[src/rtl/add_sub_pkg.sv]
// Shared constants and helpers for the add/subtract pipeline and its hex display.
package add_sub_pkg;

  localparam logic OP_ADD = 1'b0;
  localparam logic OP_SUB = 1'b1;

  // Segment patterns, bit order {g,f,e,d,c,b,a}, active-high
  localparam logic [6:0] SEG_0 = 7'b0111111;
  localparam logic [6:0] SEG_1 = 7'b0000110;
  localparam logic [6:0] SEG_2 = 7'b1011011;
  localparam logic [6:0] SEG_3 = 7'b1001111;
  localparam logic [6:0] SEG_4 = 7'b1100110;
  localparam logic [6:0] SEG_5 = 7'b1101101;
  localparam logic [6:0] SEG_6 = 7'b1111101;
  localparam logic [6:0] SEG_7 = 7'b0000111;
  localparam logic [6:0] SEG_8 = 7'b1111111;
  localparam logic [6:0] SEG_9 = 7'b1101111;
  localparam logic [6:0] SEG_A = 7'b1110111;
  localparam logic [6:0] SEG_B = 7'b1111100;
  localparam logic [6:0] SEG_C = 7'b0111001;
  localparam logic [6:0] SEG_D = 7'b1011110;
  localparam logic [6:0] SEG_E = 7'b1111001;
  localparam logic [6:0] SEG_F = 7'b1110001;

  function automatic logic [6:0] hex_to_seg(input logic [3:0] nib);
    logic [6:0] s;
    s = SEG_0;
    case (nib)
      4'h0: s = SEG_0;
      4'h1: s = SEG_1;
      4'h2: s = SEG_2;
      4'h3: s = SEG_3;
      4'h4: s = SEG_4;
      4'h5: s = SEG_5;
      4'h6: s = SEG_6;
      4'h7: s = SEG_7;
      4'h8: s = SEG_8;
      4'h9: s = SEG_9;
      4'hA: s = SEG_A;
      4'hB: s = SEG_B;
      4'hC: s = SEG_C;
      4'hD: s = SEG_D;
      4'hE: s = SEG_E;
      4'hF: s = SEG_F;
      default: s = SEG_0;
    endcase
    return s;
  endfunction

endpackage

[src/rtl/seg7_scan.sv]
// Time-multiplexed hex display driver: one digit enabled per SCAN_DIV clocks.
module seg7_scan
  import add_sub_pkg::*;
#(
  parameter int unsigned NDIG     = 2,
  parameter int unsigned SCAN_DIV = 1024
) (
  input  logic              clk,
  input  logic              rst_n,
  input  logic [NDIG*4-1:0] value,
  output logic [NDIG-1:0]   an,
  output logic [6:0]        seg
);

  localparam int unsigned DW = $clog2(SCAN_DIV);
  localparam int unsigned IW = (NDIG > 1) ? $clog2(NDIG) : 1;

  logic [DW-1:0] div;
  logic [IW-1:0] idx;
  logic [IW-1:0] idx_nxt;
  logic          wrap;

  // Digit index advances once per divider wrap
  always_comb begin
    wrap    = (div == DW'(SCAN_DIV - 1));
    idx_nxt = idx;
    if (wrap) begin
      idx_nxt = (idx == IW'(NDIG - 1)) ? '0 : idx + IW'(1);
    end
  end

  // seg follows the enabled digit; it picks up a new value one cycle after it changes
  always_ff @(posedge clk) begin
    if (!rst_n) begin
      div <= '0;
      idx <= '0;
      an  <= NDIG'(1);
      seg <= SEG_0;
    end else begin
      div <= wrap ? '0 : div + DW'(1);
      idx <= idx_nxt;
      an  <= NDIG'(1) << idx_nxt;
      seg <= hex_to_seg(value[4*idx_nxt +: 4]);
    end
  end

endmodule

[src/rtl/add_sub_pipe.sv]
// Registered add/subtract unit with accumulator mode, status flags and hex display.
module add_sub_pipe
  import add_sub_pkg::*;
#(
  parameter  int unsigned WIDTH    = 8,
  parameter  int unsigned SCAN_DIV = 1024,
  localparam int unsigned NDIG     = (WIDTH + 3) / 4
) (
  input  logic             clk,
  input  logic             rst_n,
  input  logic             in_valid,
  output logic             in_ready,
  input  logic [WIDTH-1:0] a,
  input  logic [WIDTH-1:0] b,
  input  logic             sub,
  input  logic             acc_mode,
  input  logic             clr_acc,
  output logic             out_valid,
  input  logic             out_ready,
  output logic [WIDTH-1:0] result,
  output logic             carry,
  output logic             ov,
  output logic             zero,
  output logic             neg,
  output logic [6:0]       seg,
  output logic [NDIG-1:0]  an
);

  logic [WIDTH-1:0] acc;
  logic [WIDTH-1:0] acc_eff;
  logic [WIDTH-1:0] x;
  logic [WIDTH-1:0] bb;
  logic [WIDTH-1:0] sum_r;
  logic             sum_c;
  logic             ov_c;
  logic             accept;

  assign in_ready = !out_valid || out_ready;
  assign accept   = in_valid && in_ready;

  // Subtract is x + ~b + 1; a clear in the same cycle zeroes the accumulator operand
  always_comb begin
    acc_eff        = clr_acc ? '0 : acc;
    x              = acc_mode ? acc_eff : a;
    bb             = (sub == OP_SUB) ? ~b : b;
    {sum_c, sum_r} = {1'b0, x} + {1'b0, bb} + (WIDTH + 1)'(sub == OP_SUB);
    ov_c           = (x[WIDTH-1] == bb[WIDTH-1]) && (sum_r[WIDTH-1] != x[WIDTH-1]);
  end

  always_ff @(posedge clk) begin
    if (!rst_n) begin
      out_valid <= 1'b0;
      result    <= '0;
      carry     <= 1'b0;
      ov        <= 1'b0;
      zero      <= 1'b0;
      neg       <= 1'b0;
      acc       <= '0;
    end else if (accept) begin
      out_valid <= 1'b1;
      result    <= sum_r;
      carry     <= sum_c;
      ov        <= ov_c;
      zero      <= (sum_r == '0);
      neg       <= sum_r[WIDTH-1];
      acc       <= sum_r;
    end else begin
      if (clr_acc) acc <= '0;
      if (out_valid && out_ready) out_valid <= 1'b0;
    end
  end

  seg7_scan #(
    .NDIG     (NDIG),
    .SCAN_DIV (SCAN_DIV)
  ) u_scan (
    .clk   (clk),
    .rst_n (rst_n),
    .value ((4 * NDIG)'(result)),
    .an    (an),
    .seg   (seg)
  );

endmodule
[config.mk]
export PLATFORM = sky130hd
export DESIGN_NAME = add_sub_pipe
export DESIGN_NICKNAME = d
export VERILOG_FILES = /design/src/rtl/add_sub_pkg.sv /design/src/rtl/seg7_scan.sv /design/src/rtl/add_sub_pipe.sv
export SDC_FILE = /design/constraint.sdc
export NUM_CORES = 1
export LEC_CHECK = 0
export CORE_MARGIN = 2
export CORE_UTILIZATION = 30
export CTS_CLUSTER_DIAMETER = 200
export DETAILED_ROUTE_END_ITERATION = 16
export HOLD_SLACK_MARGIN = 0.06
export RECOVER_POWER = 50
export SYNTH_ARGS = -nofsm -noshare
export SYNTH_HDL_FRONTEND = slang
export SYNTH_SLANG_ARGS = --single-unit
[constraint.sdc]
create_clock -name clk -period 2.9 [get_ports clk]
set_input_delay 0.58 -clock clk [delete_from_list [all_inputs] [get_ports clk]]
set_output_delay 0.58 -clock clk [all_outputs]
set_load 0.01 [all_outputs]
==> results of run 1 <==
-- state kept, by name, summed over array words and instances, names as in the netlist --
name	flops
out_valid	1
u_scan.seg	7
acc	8
u_scan.an	1
u_scan.div	10
carry	1
u_scan.idx	1
ov	1
zero	1
result	8
-- final cells by class --
class                      instances  area share, %
multi-input combinational        218           46.9
clock buffer                       5           2.11
tap                              102           3.91
sequential                        39           23.9
inverter                          13           1.57
timing repair buffer              73           20.3
clock inverter                     3           1.34
-- metrics by stage --
stage / TNS [ns] / instances / power, mW / utilization, % / worst slack, ns
6_report: 0 / 453 / 1.56 / 42.2 / 0.221
5_1_grt: 0 / 453 / 1.66 / 42.2 / 0.0914
4_1_cts: 0 / 453 / 1.58 / 41.9 / 0.0309
3_5_place_dp: -3.51 / 445 / 1.11 / 40.4 / -0.356
3_3_place_gp: -3.17 / 445 / 1.11 / 40.4 / -0.331
2_1_floorplan: 0 / 283 / 0.894 / - / 0.0549
-- where the power goes --
group          total [mW]  internal, mW  leakage (nW)  switching (mW)
clock               0.461         0.256        0.0581           0.204
combinational       0.479         0.251         0.980           0.228
sequential          0.622         0.579         0.320          0.0436
-- logic make-up (layout without fill, tap and decap cells) --
| family | after synthesis | in the layout | share of synthesized area [%] |
|---|---|---|---|
| compound gates | 64 | 64 | 19.0 |
| xor+xnor | 22 | 22 | 8.02 |
| fa+ha+maj | 16 | 16 | 8.65 |
| buf+inv | 26 | 94 | 4.85 |
| flops | 39 | 39 | 32.5 |
| mux | 10 | 10 | 4.38 |
| simple gates | 106 | 106 | 22.6 |
-- cell usage in the layout (no fill, tap or decap), types with 2 or more instances in the layout --
| cell | instances |
|---|---|
| clkbuf_8 | 5 |
| o21a_1 | 2 |
| nand2b_1 | 6 |
| a31oi_1 | 5 |
| and3_2 | 4 |
| clkdlybuf4s50_1 | 25 |
| or3_1 | 3 |
| nor2_1 | 28 |
| o21ai_0 | 13 |
| nor3_1 | 2 |
| and2_1 | 4 |
| nand4_1 | 5 |
| xnor2_1 | 6 |
| and3_1 | 2 |
| dfxtp_1 | 39 |
| xor2_1 | 16 |
| o31a_1 | 2 |
| a311oi_1 | 2 |
| a31o_2 | 5 |
| ha_1 | 15 |
| nand2_1 | 23 |
| mux2i_1 | 6 |
| nand3_1 | 12 |
| o211ai_1 | 3 |
| mux2_2 | 3 |
| inv_1 | 11 |
| a21oi_1 | 15 |
| buf_4 | 27 |
| dlygate4sd3_1 | 18 |
| dlymetal6s2s_1 | 2 |
| and4_1 | 2 |
| nand3b_1 | 2 |
| nor2b_1 | 7 |
-- tightest hold or removal path, delay by kind of cell, from the launching register on --
| family | cells | cell delay, ns |
|---|---|---|
| compound gates | 1 | 0.05 |
| simple gates | 1 | 0.05 |
| flops | 1 | 0.32 |
-- final timing paths --
path                                    start       endpoint  slack [ns]  cells past startpoint
worst max register to register  u_scan.div[0]  u_scan.seg[6]        0.29                     10
worst min-delay path                       ov             ov        0.46                      2
worst min register to register             ov             ov        0.46                      2
worst max-delay path                      sub         acc[6]        0.22                     10
-- metal layers --
layer | vias to the layer above | GRT usage, % | part of all wire (%)
met4 | 0 | 4.04 | 1.2
met2 | 64 | 23.4 | 45
met3 | 6 | 2.50 | 5.8
met1 | 1008 | 18.1 | 48
met5 | - | 0 | 0
li1 | 1135 | - | -
-- what timing repair did --
action	4_1_cts	5_1_grt
endpoints found under the setup margin	5	9
hold buffers	0	0
gates resized for setup	2	7
==> results.sh, run 1 <==
export IMPL_die_area_mm2=0.00873
export IMPL_seq_area_um2=781
export IMPL_synth_edff_count=0
export IMPL_core_region_area_mm2=0.00773
export IMPL_cp_required_ns=3.13
export IMPL_max_slew_margin_pct=40.7
export IMPL_p_leak_nw=1.36
export IMPL_endpoint_kind="register"
export IMPL_layout_nets=389
export IMPL_rsz0062_at_grt="false"
export IMPL_place_congestion=0.807
export IMPL_yosys_most_used_dff="dfxtp_1"
export IMPL_final_area_mm2=0.00326
export IMPL_pin_count=46
export IMPL_placed_cell_area_mm2=0.00312
export IMPL_yosysMostFrequentCell="dfxtp_1"
export IMPL_fin_crit_sh_pct=92.4
export IMPL_fin_skew_ns=0.0104
export IMPL_worst_pin_slew_ns=0.890
export IMPL_start_kind="input pin"
export IMPL_status="finished, final reports clean"
export IMPL_cts_path_max_buffers=2
export IMPL_wire_per_inst_um=13.0
export IMPL_grt_pass1_vias=2102
export IMPL_drt_iter0_drc=68
export IMPL_drive_above_1_share_pct=16.5
export IMPL_synth_cells=283
export IMPL_seq_area_frac_synth_pct=32.5
export IMPL_synth_top_area_share_pct=32.5
export IMPL_peakVddDrop_mv=0.181
export IMPL_syn_num_nets=322
export IMPL_diodes=0
export IMPL_cts_tree="yes"
export IMPL_area_growth_pct=36.0
export IMPL_fp_dieH_um=93.5
export IMPL_port_buffer_count=45
export IMPL_cts_root_buffer="clkbuf_8"
export IMPL_die_w_um=93.5
export IMPL_worst_path_max_fanout=9
export IMPL_clkLatencyLatePin_ns=0.30
export IMPL_yosys_top_cells_area="dfxtp_1 (33%), ha_1 (7.8%), xor2_1 (5.8%)"
export IMPL_synth_avg_cell_area_um2=8.48
export IMPL_place_hpwl_mm=4.50
export IMPL_via_per_inst=4.89
export IMPL_clkTransAtPathRegs_ns=0.09
export IMPL_hold_violations=0
export IMPL_path_class="input pin to register"
export IMPL_multi_input_area_mm2=0.00153
export IMPL_cp_slowest_cell="fa_1"
export IMPL_cp_top_family="compound AO/OA/AOI/OAI gates"
export IMPL_drc=0
export IMPL_grt_overflow=0
export IMPL_synth_distinct_cells=55
export IMPL_rows=32
export IMPL_max_stage_delay_ns=0.43
export IMPL_grt_pass1_wl_mm=9.81
export IMPL_drt_total_wl_mm=5.87
export IMPL_drv_slew=0
export IMPL_vias=2213
export IMPL_cp_cell_sequence="clkdlybuf4s50_1 > buf_4 > xor2_1 > fa_1 > a21o_1 > a21oi_2 > o21ai_0 > o211a_1 > or3_1 > a21oi_1"
export IMPL_setup_viol=0
export IMPL_track_usage_pct=13.9
export IMPL_path_buf_inv=2
export IMPL_drt_first_pass_iters=4
export IMPL_htreeDepth=2
export IMPL_grt_start_max_net_pins=22
export IMPL_p_per_area_mw_per_mm2=479
export IMPL_fin_crit_ns=2.68
export IMPL_antenna_found_initial=0
export IMPL_cts_sinks=39
export IMPL_synth_top_cells_by_count="dfxtp_1 (39), nor2_1 (28), nand2_1 (23), a21oi_1 (16), xor2_1 (16)"
export IMPL_cts_made_buffers=5
export IMPL_async_flop_share_pct=0
export IMPL_synth_warnings=0
export IMPL_ant_nets=0
export IMPL_cts_setup_buffers=0
export IMPL_ys_ff_latch=39
export IMPL_syn_area_mm2=0.00240
export IMPL_synth_area_leader_cell="dfxtp_1"
export IMPL_critical_path_arrival_ns=2.90
export IMPL_maxCapViolCount=0
export IMPL_max_freq_mhz=373
export IMPL_start_util_pct=31.1
export IMPL_whs_ns=0.464
export IMPL_fillers=764
export IMPL_min_path_type="register to register"
Note: power is estimated with default switching activity, not from simulation.
==> run 2, diff against run 1 <==
--- a/config.mk
+++ b/config.mk
@@ -7,6 +7,7 @@
 export LEC_CHECK = 0
 export CORE_MARGIN = 2
 export CORE_UTILIZATION = 30
+export CTS_BUF_LIST = sky130_fd_sc_hd__clkbuf_4
 export CTS_CLUSTER_DIAMETER = 200
 export DETAILED_ROUTE_END_ITERATION = 16
 export HOLD_SLACK_MARGIN = 0.06
==> run 2 against run 1 <==
- total power decreased by 4.7%
- combinational power increased by 2%
- register-to-register slack is essentially flat
- fmax up 2.0%
- via count shrank 0.68%
- design area fell by 0.23%
- utilization decreased by 0.097 points
- wire length decreased by 0.34%
- count of clock-buffer cells in the layout stayed put
- final cell count rose by 0.88%
==> results.sh, run 2 (synthesis results as in run 1) <==
export IMPL_cp_depth=10
export IMPL_path_buf_inv=2
export IMPL_grt_overflow=0
export IMPL_layout_common_cells="dfxtp_1 (39), buf_4 (29), nor2_1 (28), clkdlybuf4s50_1 (28), nand2_1 (23)"
export IMPL_drt_iter0_drc=65
export IMPL_setup_viol=0
export IMPL_diodes=0
export IMPL_ctsHoldBuffers=0
export IMPL_seq_area_um2=781
export IMPL_clkLatencyLatePin_ns=0.36
export IMPL_cp_top_family="compound AO/OA/AOI/OAI gates"
export IMPL_crit_path_end="acc[6]"
export IMPL_p_leak_nw=1.34
export IMPL_hold_violations=0
export IMPL_largestRegisters="u_scan.div (10), acc (8), result (8)"
export IMPL_drive_above_1_share_pct=16.9
export IMPL_maxCapViolCount=0
export IMPL_worst_path_max_fanout=9
export IMPL_p_int_mw=1.02
export IMPL_area_growth_pct=35.6
export IMPL_rsz0062_at_grt="false"
export IMPL_layout_cells_non_filler=457
export IMPL_vias=2198
export IMPL_grt_pass1_wl_mm=9.69
export IMPL_comb_power_share_pct=32.7
export IMPL_worst_pin_slew_ns=0.890
export IMPL_start_util_pct=31.1
export IMPL_max_slew_margin_pct=40.7
export IMPL_critical_path_arrival_ns=2.92
export IMPL_fp_dieH_um=93.5
export IMPL_wire_per_inst_um=12.8
export IMPL_cts_made_buffers=5
export IMPL_endpoint_kind="register"
export IMPL_cp_cell_sequence="clkdlybuf4s50_1 > buf_4 > xor2_1 > fa_1 > a21o_1 > a21oi_2 > o21ai_0 > o211a_1 > or3_1 > a21oi_1"
export IMPL_status="finished, final reports clean"
export IMPL_multi_input_area_mm2=0.00153
export IMPL_ant_nets=0
export IMPL_min_path_type="register to register"
export IMPL_antenna_found_initial=0
export IMPL_fin_crit_sh_pct=90.6
export IMPL_grt_start_max_net_pins=22
export IMPL_p_sw_mw=0.470
export IMPL_place_hpwl_mm=4.50
export IMPL_r2r_end="u_scan.seg[6]"
export IMPL_track_usage_pct=13.7
export IMPL_start_kind="input pin"
export IMPL_htreeDepth=2
export IMPL_max_stage_delay_ns=0.44
export IMPL_clkTransAtPathRegs_ns=0.15
export IMPL_peakVddDrop_mv=0.190
export IMPL_drv_slew=0
export IMPL_cts_tree="yes"
export IMPL_cts_path_max_buffers=2
export IMPL_cp_required_ns=3.20
export IMPL_placed_cells=445
export IMPL_die_area_mm2=0.00873
export IMPL_die_w_um=93.5
export IMPL_fin_skew_ns=0.0294
export IMPL_cts_root_buffer="clkbuf_4"
export IMPL_drt_total_wl_mm=5.85
export IMPL_r2r_slack_ns=0.28
export IMPL_grt_pass1_vias=2082
export IMPL_core_region_area_mm2=0.00773
export IMPL_fillers=776
export IMPL_pin_count=46
export IMPL_layout_commonest_cell="dfxtp_1"
export IMPL_path_class="input pin to register"
export IMPL_clkPwrFrac_pct=25.4
export IMPL_drt_first_pass_iters=4
export IMPL_reg2reg_depth=10
export IMPL_max_freq_mhz=381
export IMPL_setup_tns_ns=0
export IMPL_drc=0
export IMPL_worstSetupStartpoint="sub"
export IMPL_largest_register="u_scan.div"
export IMPL_layout_nets=393
export IMPL_cp_slowest_cell="fa_1"
export IMPL_rows=32
export IMPL_p_per_area_mw_per_mm2=457
export IMPL_cts_sinks=39
export IMPL_r2r_start="u_scan.div[0]"
export IMPL_port_buffer_count=45
export IMPL_place_congestion=0.807
export IMPL_p_seq_share_pct=41.8
export IMPL_via_per_inst=4.81
export IMPL_switching_share_pct=31.6
export IMPL_fin_crit_ns=2.63
export IMPL_largest_register_ff_count=10
==> run 2: cell count changes in the layout (fill, tap and decap cells not counted), sizes merged <==
cell and change:
clkdlybuf4s50 +3, dlygate4sd3 -3, buf +2, clkbuf +2
clkinvlp +1, inv -1
==> run 2: area by class of cell <==
type / count / share of cell area (%)
multi-input combinational: 218 / 47.0
clock buffer: 5 / 1.15
sequential: 39 / 24.0
tap: 102 / 3.92
clock inverter: 3 / 1.34
timing repair buffer: 77 / 21.0
inverter: 13 / 1.61
==> run 2: worst min path at each step <==
stage	startpoint	to	slack, ns	cells past startpoint
global placement	ov	ov	0.46	2
floorplan	acc[2]	acc[2]	0.44	2
CTS	ov	ov	0.48	2
global route	ov	ov	0.49	2
detailed placement	ov	ov	0.46	2
finish	ov	ov	0.47	2
==> run 2: metal layers <==
layer | track usage [%] | part of all wire (%) | vias to the layer above
met3 | 2.50 | 4.8 | 5
met1 | 18.2 | 48 | 1000
met2 | 22.8 | 46 | 54
met4 | 3.68 | 0.75 | 0
li1 | - | - | 1139
met5 | 0 | 0 | -
==> run 2: power groups by stage <==
stage	Sequential, mW	Clock [mW]	Combinational, mW
CTS	0.624	0.384	0.480
detailed placement	0.636	0	0.478
global route	0.631	0.412	0.539
floorplan	0.630	0	0.264
global placement	0.636	0	0.472
finish	0.622	0.379	0.487
==> run 2: what timing repair did <==
| action | in CTS | in global routing |
|---|---|---|
| resized for setup | 0 | 8 |
| endpoints found under the hold margin | 0 | 0 |
| setup endpoints to repair | 0 | 11 |
| buffers inserted | 0 | 4 |
==> run 2: per-stage QoR <==
stage | setup WS [ns] | total power [mW] | hold slack, ns | util [%] | area, µm²
finish | 0.274 | 1.49 | 0.471 | 42.1 | 3260
detailed placement | -0.356 | 1.11 | 0.459 | 40.4 | 3120
global placement | -0.331 | 1.11 | 0.462 | 40.4 | 3120
floorplan | 0.0549 | 0.894 | 0.445 | - | 2400
global route | 0.0983 | 1.58 | 0.490 | 42.1 | 3260
CTS | 0.0146 | 1.49 | 0.478 | 41.5 | 3200
==> run 2: tightest hold or removal path, delay by kind of cell (launching register included) <==
kind | cells | cell delay (ns)
flops | 1 | 0.34
simple gates | 1 | 0.05
compound gates | 1 | 0.05
==> run 3, diff against run 2 <==
--- a/config.mk
+++ b/config.mk
@@ -7,7 +7,7 @@
 export LEC_CHECK = 0
 export CORE_MARGIN = 2
 export CORE_UTILIZATION = 30
-export CTS_BUF_LIST = sky130_fd_sc_hd__clkbuf_4
+export CTS_BUF_LIST = sky130_fd_sc_hd__clkbuf_8
 export CTS_CLUSTER_DIAMETER = 200
 export DETAILED_ROUTE_END_ITERATION = 16
 export HOLD_SLACK_MARGIN = 0.06
==> constraint.sdc (replaced) <==
create_clock -name clk -period 2.4 [get_ports clk]
set_input_delay 0.48 -clock clk [delete_from_list [all_inputs] [get_ports clk]]
set_output_delay 0.48 -clock clk [all_outputs]
set_load 0.01 [all_outputs]
==> run 3 against run 2 <==
- design area grew 12%
- final cell count grew 3.7%
- sequential power grew 20%
- flip-flop and latch count is the same
- count of clock-buffer cells in the layout is the same
- combinational power grew 48%
- critical path depth shrank 1
- utilization grew 5.3 points
- via count grew 5.5%
- setup slack lost 0.26 ns
- die area is the same
- total power grew 26%
==> results.sh, run 3 (synthesis results as in run 1) <==
export IMPL_cts_sinks=39
export IMPL_diodes=0
export IMPL_largestRegisters="u_scan.div (10), acc (8), result (8)"
export IMPL_critical_path_arrival_ns=2.62
export IMPL_rsz0062_at_grt="true"
export IMPL_cts_root_buffer="clkbuf_8"
export IMPL_p_per_area_mw_per_mm2=514
export IMPL_hold_violations=0
export IMPL_grt_overflow=0
export IMPL_max_slew_margin_pct=67.7
export IMPL_fin_skew_ns=0.0120
export IMPL_layout_nets=410
export IMPL_fp_dieH_um=93.5
export IMPL_path_class="register to register"
export IMPL_drc=0
export IMPL_layout_commonest_cell="buf_4"
export IMPL_drt_iter0_drc=92
export IMPL_setup_viol=0
export IMPL_place_congestion=0.824
export IMPL_die_area_mm2=0.00873
export IMPL_p_leak_nw=1.52
export IMPL_r2r_slack_ns=0.01
export IMPL_peakVddDrop_mv=0.188
export IMPL_grt_start_max_net_pins=18
export IMPL_wire_per_inst_um=13.7
export IMPL_cts_made_buffers=5
export IMPL_grt_pass1_vias=2219
export IMPL_layout_cells_non_filler=474
export IMPL_worst_path_max_fanout=3
export IMPL_worst_pin_slew_ns=0.473
export IMPL_min_path_cells=2
export IMPL_ctsHoldBuffers=0
export IMPL_largest_register="u_scan.div"
export IMPL_htreeDepth=2
export IMPL_place_hpwl_mm=4.69
export IMPL_clkLatencyLatePin_ns=0.29
export IMPL_status="finished, final reports clean"
export IMPL_largest_register_ff_count=10
export IMPL_layout_common_cells="buf_4 (40), dfxtp_1 (37), nor2_1 (28)"
export IMPL_min_to="ov"
export IMPL_r2r_end="result[5]"
export IMPL_reg2reg_depth=9
export IMPL_max_freq_mhz=419
export IMPL_drv_slew=0
export IMPL_ant_nets=0
export IMPL_fillers=741
export IMPL_maxCapViolCount=0
export IMPL_die_w_um=93.5
export IMPL_clkTransAtPathRegs_ns=0.08
export IMPL_port_buffer_count=45
export IMPL_endpoint_kind="register"
export IMPL_cts_path_max_buffers=2
export IMPL_r2r_start="acc[1]"
export IMPL_start_kind="register"
export IMPL_track_usage_pct=14.9
export IMPL_grt_pass1_wl_mm=10.4
export IMPL_drt_total_wl_mm=6.49
export IMPL_via_per_inst=4.89
export IMPL_cts_tree="yes"
export IMPL_placed_cells=459
export IMPL_fin_crit_ns=2.39
export IMPL_power_mw=1.88
export IMPL_drive_above_1_share_pct=29.3
export IMPL_cp_required_ns=2.63
export IMPL_pin_count=46
export IMPL_rows=32
export IMPL_start_util_pct=31.1
export IMPL_placed_cell_area_mm2=0.00329
export IMPL_min_path_type="register to register"
export IMPL_vias=2319
export IMPL_antenna_found_initial=0
export IMPL_area_growth_pct=52.6
export IMPL_drt_first_pass_iters=4
export IMPL_core_region_area_mm2=0.00773
export IMPL_final_area_mm2=0.00366
export IMPL_fin_crit_sh_pct=99.4
export IMPL_hp_start="ov"
-- run 3: metal layers --
layer	vias up	GRT usage [%]	share of wire (%)
met5	-	0	0
met4	0	4.66	1.4
met3	9	2.18	4.3
met2	63	25.8	50
li1	1177	-	-
met1	1070	18.9	44
-- run 3: worst max-delay path by stage --
stage | depth (start not counted) | startpoint | to
final | 9 | acc[1] | result[5]
after global routing | 9 | acc[1] | result[5]
after CTS | 10 | clr_acc | zero
after detailed placement | 12 | clr_acc | ov
after global placement | 12 | clr_acc | ov
after floorplan | 9 | u_scan.div[1] | u_scan.seg[3]
-- run 3: cell type report --
class	instances	area (µm²)	area share, %
Clock inverter	3	12.5	0.342
Multi-Input combinational cell	218	1790	48.9
Tap cell	102	128	3.48
Inverter	13	51.3	1.40
Clock buffer	5	68.8	1.88
Timing Repair Buffer	94	827	22.6
Sequential cell	39	783	21.4
-- run 3: worst max-delay path, cell delays in order (launching register included) --
cell	delay, ns
dfxtp_1	0.31
nor2b_1	0.16
mux2_4	0.30
ha_4	0.26
o211ai_1	0.13
a31o_2	0.28
and3_4	0.18
o31a_1	0.32
nor3_2	0.25
o21a_1	0.14
-- run 3: where the power goes --
part | switching, mW | internal (mW) | leakage, nW | total [mW]
Combinational | 0.339 | 0.382 | 1.15 | 0.721
Clock | 0.221 | 0.195 | 0.0505 | 0.416
Sequential | 0.0444 | 0.700 | 0.320 | 0.745
Total | 0.605 | 1.28 | 1.52 | 1.88
-- run 3: what timing repair did --
item                                    4_1_cts  5_1_grt
endpoints found under the setup margin       13       10
pin swaps                                    10       24
setup buffers                                 7        1
resized for setup                            28       39
-- run 3: per-stage QoR --
stage	util (%)	setup slack (ns)	hold WS [ns]	setup TNS (ns)
2_1_floorplan	-	0.0198	0.445	0
3_3_place_gp	42.6	-0.607	0.455	-6.98
3_5_place_dp	42.6	-0.651	0.460	-7.66
4_1_cts	45.5	0.00539	0.471	0
5_1_grt	47.4	-0.0632	0.491	-0.144
6_report	47.4	0.0132	0.461	0
